**src/rtl/apb_req_arbiter_if.sv**
```systemverilog
// Bundle of requester-side command/response signals and the APB master port
// shared by the arbiter and its environment.
interface apb_req_arbiter_if #(
    parameter int NUM_REQ = 2,
    parameter int ADDR_W  = 4,
    parameter int DATA_W  = 32
);
    logic [NUM_REQ-1:0]        req_valid;
    logic [NUM_REQ-1:0]        req_ready;
    logic [NUM_REQ-1:0]        req_write;
    logic [NUM_REQ*ADDR_W-1:0] req_addr;
    logic [NUM_REQ*DATA_W-1:0] req_wdata;
    logic [NUM_REQ-1:0]        rsp_valid;
    logic [DATA_W-1:0]         rsp_rdata;
    logic                      rsp_err;
    logic                      PSEL;
    logic                      PENABLE;
    logic                      PWRITE;
    logic [ADDR_W-1:0]         PADDR;
    logic [DATA_W-1:0]         PWDATA;
    logic [DATA_W-1:0]         PRDATA;
    logic                      PREADY;

    // Arbiter side: drives the APB bus and requester responses.
    modport master (
        input  req_valid, req_write, req_addr, req_wdata, PRDATA, PREADY,
        output req_ready, rsp_valid, rsp_rdata, rsp_err,
               PSEL, PENABLE, PWRITE, PADDR, PWDATA
    );

    // Environment side: requesters plus the APB slave.
    modport slave (
        output req_valid, req_write, req_addr, req_wdata, PRDATA, PREADY,
        input  req_ready, rsp_valid, rsp_rdata, rsp_err,
               PSEL, PENABLE, PWRITE, PADDR, PWDATA
    );
endinterface

```
**src/rtl/apb_req_arbiter.sv**
```systemverilog
// Round-robin arbiter that shares one APB slave among NUM_REQ requesters,
// sequencing IDLE/SETUP/ACCESS with a bounded PREADY wait.
module apb_req_arbiter #(
    parameter int NUM_REQ = 2,
    parameter int ADDR_W  = 4,
    parameter int DATA_W  = 32,
    parameter int TIMEOUT = 16
) (
    input  logic              clk,
    input  logic              rst,
    apb_req_arbiter_if.master bus
);
    localparam int GW     = (NUM_REQ > 1) ? $clog2(NUM_REQ) : 1;
    localparam int CW     = (TIMEOUT > 1) ? $clog2(TIMEOUT) : 1;
    localparam int TO_LIM = (TIMEOUT == 0) ? 0 : TIMEOUT - 1;

    typedef enum logic [1:0] {IDLE, SETUP, ACCESS} state_t;

    state_t              state_q, state_d;
    logic [GW-1:0]       last_grant_q, last_grant_d;
    logic [CW-1:0]       cnt_q, cnt_d;
    logic                psel_q, psel_d;
    logic                penable_q, penable_d;
    logic                pwrite_q, pwrite_d;
    logic [ADDR_W-1:0]   paddr_q, paddr_d;
    logic [DATA_W-1:0]   pwdata_q, pwdata_d;
    logic [NUM_REQ-1:0]  rsp_valid_q, rsp_valid_d;
    logic [DATA_W-1:0]   rsp_rdata_q, rsp_rdata_d;
    logic                rsp_err_q, rsp_err_d;

    logic                grant_any;
    logic [GW-1:0]       grant_idx;

    // Round-robin pick: first valid requester after the last one served.
    always_comb begin
        grant_any = 1'b0;
        grant_idx = '0;
        for (int i = 1; i <= NUM_REQ; i++) begin
            if (!grant_any && bus.req_valid[(int'(last_grant_q) + i) % NUM_REQ]) begin
                grant_any = 1'b1;
                grant_idx = GW'((int'(last_grant_q) + i) % NUM_REQ);
            end
        end
    end

    assign bus.req_ready = (state_q == IDLE && grant_any) ? (NUM_REQ'(1) << grant_idx) : '0;

    // Next-state and registered-output logic for the APB sequencer.
    always_comb begin
        state_d      = state_q;
        last_grant_d = last_grant_q;
        cnt_d        = cnt_q;
        psel_d       = psel_q;
        penable_d    = penable_q;
        pwrite_d     = pwrite_q;
        paddr_d      = paddr_q;
        pwdata_d     = pwdata_q;
        rsp_valid_d  = '0;
        rsp_rdata_d  = rsp_rdata_q;
        rsp_err_d    = rsp_err_q;
        unique case (state_q)
            IDLE: begin
                psel_d    = 1'b0;
                penable_d = 1'b0;
                if (grant_any) begin
                    pwrite_d     = bus.req_write[grant_idx];
                    paddr_d      = bus.req_addr[grant_idx*ADDR_W +: ADDR_W];
                    pwdata_d     = bus.req_wdata[grant_idx*DATA_W +: DATA_W];
                    psel_d       = 1'b1;
                    last_grant_d = grant_idx;
                    state_d      = SETUP;
                end
            end
            SETUP: begin
                penable_d = 1'b1;
                cnt_d     = '0;
                state_d   = ACCESS;
            end
            ACCESS: begin
                if (bus.PREADY) begin
                    psel_d      = 1'b0;
                    penable_d   = 1'b0;
                    rsp_valid_d = NUM_REQ'(1) << last_grant_q;
                    rsp_err_d   = 1'b0;
                    rsp_rdata_d = pwrite_q ? '0 : bus.PRDATA;
                    state_d     = IDLE;
                end else begin
                    cnt_d = cnt_q + 1'b1;
                    // A stalled slave is abandoned once the wait budget is spent.
                    if (TIMEOUT != 0 && cnt_q == CW'(TO_LIM)) begin
                        psel_d      = 1'b0;
                        penable_d   = 1'b0;
                        rsp_valid_d = NUM_REQ'(1) << last_grant_q;
                        rsp_err_d   = 1'b1;
                        rsp_rdata_d = '0;
                        state_d     = IDLE;
                    end
                end
            end
            default: state_d = IDLE;
        endcase
    end

    // State and output registers; reset also abandons any in-flight transfer.
    always_ff @(posedge clk) begin
        if (rst) begin
            state_q      <= IDLE;
            last_grant_q <= GW'(NUM_REQ - 1);
            cnt_q        <= '0;
            psel_q       <= 1'b0;
            penable_q    <= 1'b0;
            pwrite_q     <= 1'b0;
            paddr_q      <= '0;
            pwdata_q     <= '0;
            rsp_valid_q  <= '0;
            rsp_rdata_q  <= '0;
            rsp_err_q    <= 1'b0;
        end else begin
            state_q      <= state_d;
            last_grant_q <= last_grant_d;
            cnt_q        <= cnt_d;
            psel_q       <= psel_d;
            penable_q    <= penable_d;
            pwrite_q     <= pwrite_d;
            paddr_q      <= paddr_d;
            pwdata_q     <= pwdata_d;
            rsp_valid_q  <= rsp_valid_d;
            rsp_rdata_q  <= rsp_rdata_d;
            rsp_err_q    <= rsp_err_d;
        end
    end

    assign bus.PSEL      = psel_q;
    assign bus.PENABLE   = penable_q;
    assign bus.PWRITE    = pwrite_q;
    assign bus.PADDR     = paddr_q;
    assign bus.PWDATA    = pwdata_q;
    assign bus.rsp_valid = rsp_valid_q;
    assign bus.rsp_rdata = rsp_rdata_q;
    assign bus.rsp_err   = rsp_err_q;
endmodule

```
**src/flat_wrapper.sv**
```systemverilog
// flat-port wrapper written by rule: the top's interface ports become plain ports
module apb_req_arbiter_flat 
#(
    parameter int NUM_REQ = 2,
    parameter int ADDR_W  = 4,
    parameter int DATA_W  = 32,
    parameter int TIMEOUT = 16
)
  (clk, rst, bus_req_valid, bus_req_write, bus_req_addr, bus_req_wdata, bus_PRDATA, bus_PREADY, bus_req_ready, bus_rsp_valid, bus_rsp_rdata, bus_rsp_err, bus_PSEL, bus_PENABLE, bus_PWRITE, bus_PADDR, bus_PWDATA);
  apb_req_arbiter_if #(.NUM_REQ(NUM_REQ), .ADDR_W(ADDR_W), .DATA_W(DATA_W)) bus_i ();
  input  logic clk;
  input  logic rst;
  input wire logic [$bits(bus_i.req_valid)-1:0] bus_req_valid;
  input wire logic [$bits(bus_i.req_write)-1:0] bus_req_write;
  input wire logic [$bits(bus_i.req_addr)-1:0] bus_req_addr;
  input wire logic [$bits(bus_i.req_wdata)-1:0] bus_req_wdata;
  input wire logic [$bits(bus_i.PRDATA)-1:0] bus_PRDATA;
  input wire logic [$bits(bus_i.PREADY)-1:0] bus_PREADY;
  output wire logic [$bits(bus_i.req_ready)-1:0] bus_req_ready;
  output wire logic [$bits(bus_i.rsp_valid)-1:0] bus_rsp_valid;
  output wire logic [$bits(bus_i.rsp_rdata)-1:0] bus_rsp_rdata;
  output wire logic [$bits(bus_i.rsp_err)-1:0] bus_rsp_err;
  output wire logic [$bits(bus_i.PSEL)-1:0] bus_PSEL;
  output wire logic [$bits(bus_i.PENABLE)-1:0] bus_PENABLE;
  output wire logic [$bits(bus_i.PWRITE)-1:0] bus_PWRITE;
  output wire logic [$bits(bus_i.PADDR)-1:0] bus_PADDR;
  output wire logic [$bits(bus_i.PWDATA)-1:0] bus_PWDATA;
  assign bus_i.req_valid = bus_req_valid;
  assign bus_i.req_write = bus_req_write;
  assign bus_i.req_addr = bus_req_addr;
  assign bus_i.req_wdata = bus_req_wdata;
  assign bus_i.PRDATA = bus_PRDATA;
  assign bus_i.PREADY = bus_PREADY;
  assign bus_req_ready = bus_i.req_ready;
  assign bus_rsp_valid = bus_i.rsp_valid;
  assign bus_rsp_rdata = bus_i.rsp_rdata;
  assign bus_rsp_err = bus_i.rsp_err;
  assign bus_PSEL = bus_i.PSEL;
  assign bus_PENABLE = bus_i.PENABLE;
  assign bus_PWRITE = bus_i.PWRITE;
  assign bus_PADDR = bus_i.PADDR;
  assign bus_PWDATA = bus_i.PWDATA;
  apb_req_arbiter #(.NUM_REQ(NUM_REQ), .ADDR_W(ADDR_W), .DATA_W(DATA_W), .TIMEOUT(TIMEOUT)) u_core (.clk(clk), .rst(rst), .bus(bus_i));
endmodule
```
**config.mk**
```make
export PLATFORM = sky130hd
export DESIGN_NAME = apb_req_arbiter_flat
export DESIGN_NICKNAME = d
export VERILOG_FILES = /design/src/rtl/apb_req_arbiter_if.sv /design/src/rtl/apb_req_arbiter.sv /design/src/flat_wrapper.sv
export SDC_FILE = /design/constraint.sdc
export NUM_CORES = 1
export LEC_CHECK = 0
export ABC_CLOCK_PERIOD_IN_PS = 1700
export CAP_MARGIN = 40
export CORE_MARGIN = 1
export CORE_UTILIZATION = 40
export DETAILED_ROUTE_END_ITERATION = 10
export PLACE_DENSITY = 0.83
export SYNTH_ARGS = -nofsm -noshare
export SYNTH_HDL_FRONTEND = slang
export SYNTH_SLANG_ARGS = --single-unit
```
**constraint.sdc**
```tcl
create_clock -name clk -period 1.7 [get_ports clk]
set_input_delay 0.255 -clock clk [delete_from_list [all_inputs] [get_ports clk]]
set_output_delay 0.255 -clock clk [all_outputs]
set_load 0.05 [all_outputs]
```
==> results.cfg <==
[yosys]
yosysSeqAreaShare_pct = 44.58
synth_area_um2 = 3637
synth_cell_types = 36
synthMuxAreaShare_pct = 0
syn_area_per_cell_um2 = 8.420
synthSimpleGateAreaFrac_pct = 27.93
synth-compound-area-share_pct = 19.26
synthesis.nets = 544
ys_ff_latch = 81
yosys_warnings = 0
synth_top_family_by_area = simple AND/OR/NAND/NOR gates
synth_xor_area_share_pct = 0
yosys.area.top_type_share_pct = 44.58
synth_top_area_cell = dfxtp_1
synth_area_leaders = dfxtp_1 (45%), nand3_1 (10%), o21ai_1 (9.6%)
yosys.area_share.adder_pct = 0.3440
synthCells = 432

[routing]
drc = 0
postRouteAntennaNets = 0
wl_met3_um = 1051
vias = 3991
wl_met2_um = 5307
top_layer = met4
vias_per_cell = 5.566
met1_length_um = 4958
wl_per_cell_um = 15.94
routed_wl_um = 11430
initialDrtViolationCount = 156
drtPass1Iterations = 5

[worst_setup_path]
cp_data_required_time_ns = 1.44
worst-setup-path-type = register to primary output
critPathSlowestCell = dfxtp_1
setup.worst_path.end_class = primary output
startpoint_type = register
slowest_delay_ns = 0.40
crit_chain = nor3b_4 > and2_1 > buf_12
worstPathArrival_ns = 1.38
crit_fanout = 5

[layout]
layout_common_cells = clkdlybuf4s50_1 (109), buf_4 (99), dfxtp_1 (81), nand3_1 (76), o21ai_1 (70)
fin_cells = 717
fill_cells = 750
finalNetCount = 716
drive_gt1_share_pct = 20.69
areaGrowthSynthToFinish_pct = 53.63
final_common_cell = clkdlybuf4s50_1
n_antenna_cell = 0

[floorplanning]
initial_core_util_pct = 41.50
core_um2 = 8763
row_count = 34
io_pins = 187
dieArea_um2 = 9478
fp.dieW_um = 97.36
die_y_um = 97.36

[sta]
maxSlewViolCount = 0
fmax_mhz = 610.8
setup_viol = 0
finalClockSkew_ns = 0.01252
hold_viol_final = 0
slew_headroom_pct = 76.47
period_needed_ns = 1.637
tns_ns = 0
worst_pin_slew_ns = 0.3529
rsz0062_at_grt = no
fin_crit_sh_pct = 96.30

[job]
cap_violations = 0

[clock_tree]
clkTransAtPathRegs_ns = 0.09
cts.htree.levels = 3
ctsRootBufferMaster = clkbuf_8
postCtsResizedCells = 0
insertion_delay_ns = 0.34
clock-sinks = 81
tritoncts = yes
clockBufferDepth = 2
cts_buffers = 9

[grt]
track_usage_pct = 23.45
gr-total-overflow = 0
grt_pass1_vias = 3815
grt_first_pass_wirelength_um = 18370
grt_start_max_net_pins = 35
antenna_found_initial = 0

[place]
globalplace.congestion = 0.7756
port_buffers = 186
dp_hpwl_um = 8037
dp.cells = 700

[pwr]
p_per_area_nw_per_um2 = 847.6
totalPowerFinal_w = 0.004736
ir_drop_mv = 0.4948
power_leakage_nw = 2.114

[hold_path]
hold_path.class = input pin to register

[run_status]
outcome = finished clean
## cell usage after synthesis (all sizes together)
master,instances
ha,1
nand4,32
o21bai,3
o21ai,70
nor2b,4
a21oi,4
nand2,3
nand3b,2
o2bb2ai,1
buf,43
a41oi,1
nand3,76
inv,1
a211oi,1
a21o,2
nor4bb,1
dfxtp,81
o22ai,1
o211ai,2
a31o,1
clkbuf,8
a31oi,38
nor3b,5
or2,1
nor2,4
nand4b,1
nand2b,39
nor3,3
and2,3
## path summary, 6_finish.rpt
kind                            startpoint                  endpoint  slack, ns  cells past startpoint
setup / recovery         u_core.state_q[0]          bus_req_ready[1]       0.06                      3
hold / removal                         rst  u_core.bus.rsp_rdata[31]       0.43                      5
setup reg to reg         u_core.state_q[1]  u_core.bus.rsp_rdata[25]       0.17                      4
hold reg to reg   u_core.bus.rsp_rdata[31]  u_core.bus.rsp_rdata[31]       0.47                      2
## stage by stage
| step | hold slack [ns] | area, um2 | setup slack (ns) | util [%] |
|---|---|---|---|---|
| after floorplan | 0.3982 | 3637 | 0.09588 | - |
| after global placement | 0.4514 | 5399 | 0.08337 | 61.61 |
| after detailed placement | 0.4576 | 5399 | 0.01251 | 61.61 |
| after CTS | 0.4126 | 5580 | 0.04072 | 63.68 |
| after global routing | 0.4302 | 5588 | 0.007991 | 63.76 |
| final | 0.4312 | 5588 | 0.06285 | 63.76 |
## logic make-up (layout without fill, tap and decap cells)
family / Yosys count / in the layout
simple gates: 174 / 174
fa+ha+maj: 1 / 1
buf+inv: 52 / 229
compound gates: 124 / 124
flops: 81 / 81
## sequential cells by signal, indices dropped and copies added, names as in the netlist, named ones only
signal and flops:
u_core.bus.PWDATA 32, u_core.bus.rsp_rdata 32, u_core.bus.PADDR 4, u_core.cnt_q 4, u_core.bus.rsp_valid 2, u_core.state_q 2
u_core.bus.PENABLE 1, u_core.bus.PSEL 1, u_core.bus.PWRITE 1, u_core.bus.rsp_err 1
## area by class of cell
| type | count | area [um2] | area share, % |
|---|---|---|---|
| clock buffers | 11 | 151.4 | 2.709 |
| clock inverters | 5 | 30.03 | 0.5374 |
| inverters | 1 | 3.754 | 0.06717 |
| multi-input cells | 299 | 1747 | 31.26 |
| flip-flops and latches | 81 | 1622 | 29.02 |
| well taps | 108 | 135.1 | 2.418 |
| repair buffers | 212 | 1899 | 33.99 |
## routing by layer
layer | vias up | global-route usage [%]
met3 | 11 | 6.906
met5 | - | 0
li1 | 1924 | -
met2 | 195 | 38.52
met1 | 1861 | 30.27
met4 | 0 | 5.769
## worst max-delay path: cells and delay by family (launching register included)
family | cells | cell delay (ns)
simple gates | 2 | 0.49
flops | 1 | 0.40
buf+inv | 1 | 0.15
## what timing repair did
| item | CTS | global route |
|---|---|---|
| hold buffers | 0 | 0 |
| setup endpoints to repair | 0 | 1 |
| hold endpoints to repair | 0 | 0 |
| buffers inserted | 0 | 1 |
## report_power, final
part	internal, W	switching [W]	leakage, nW
Sequential	0.00200	0.0000746	0.661
Combinational	0.000561	0.000792	1.36
Clock	0.000603	0.000701	0.0911
No activity file was read; power rests on OpenSTA's default activity.
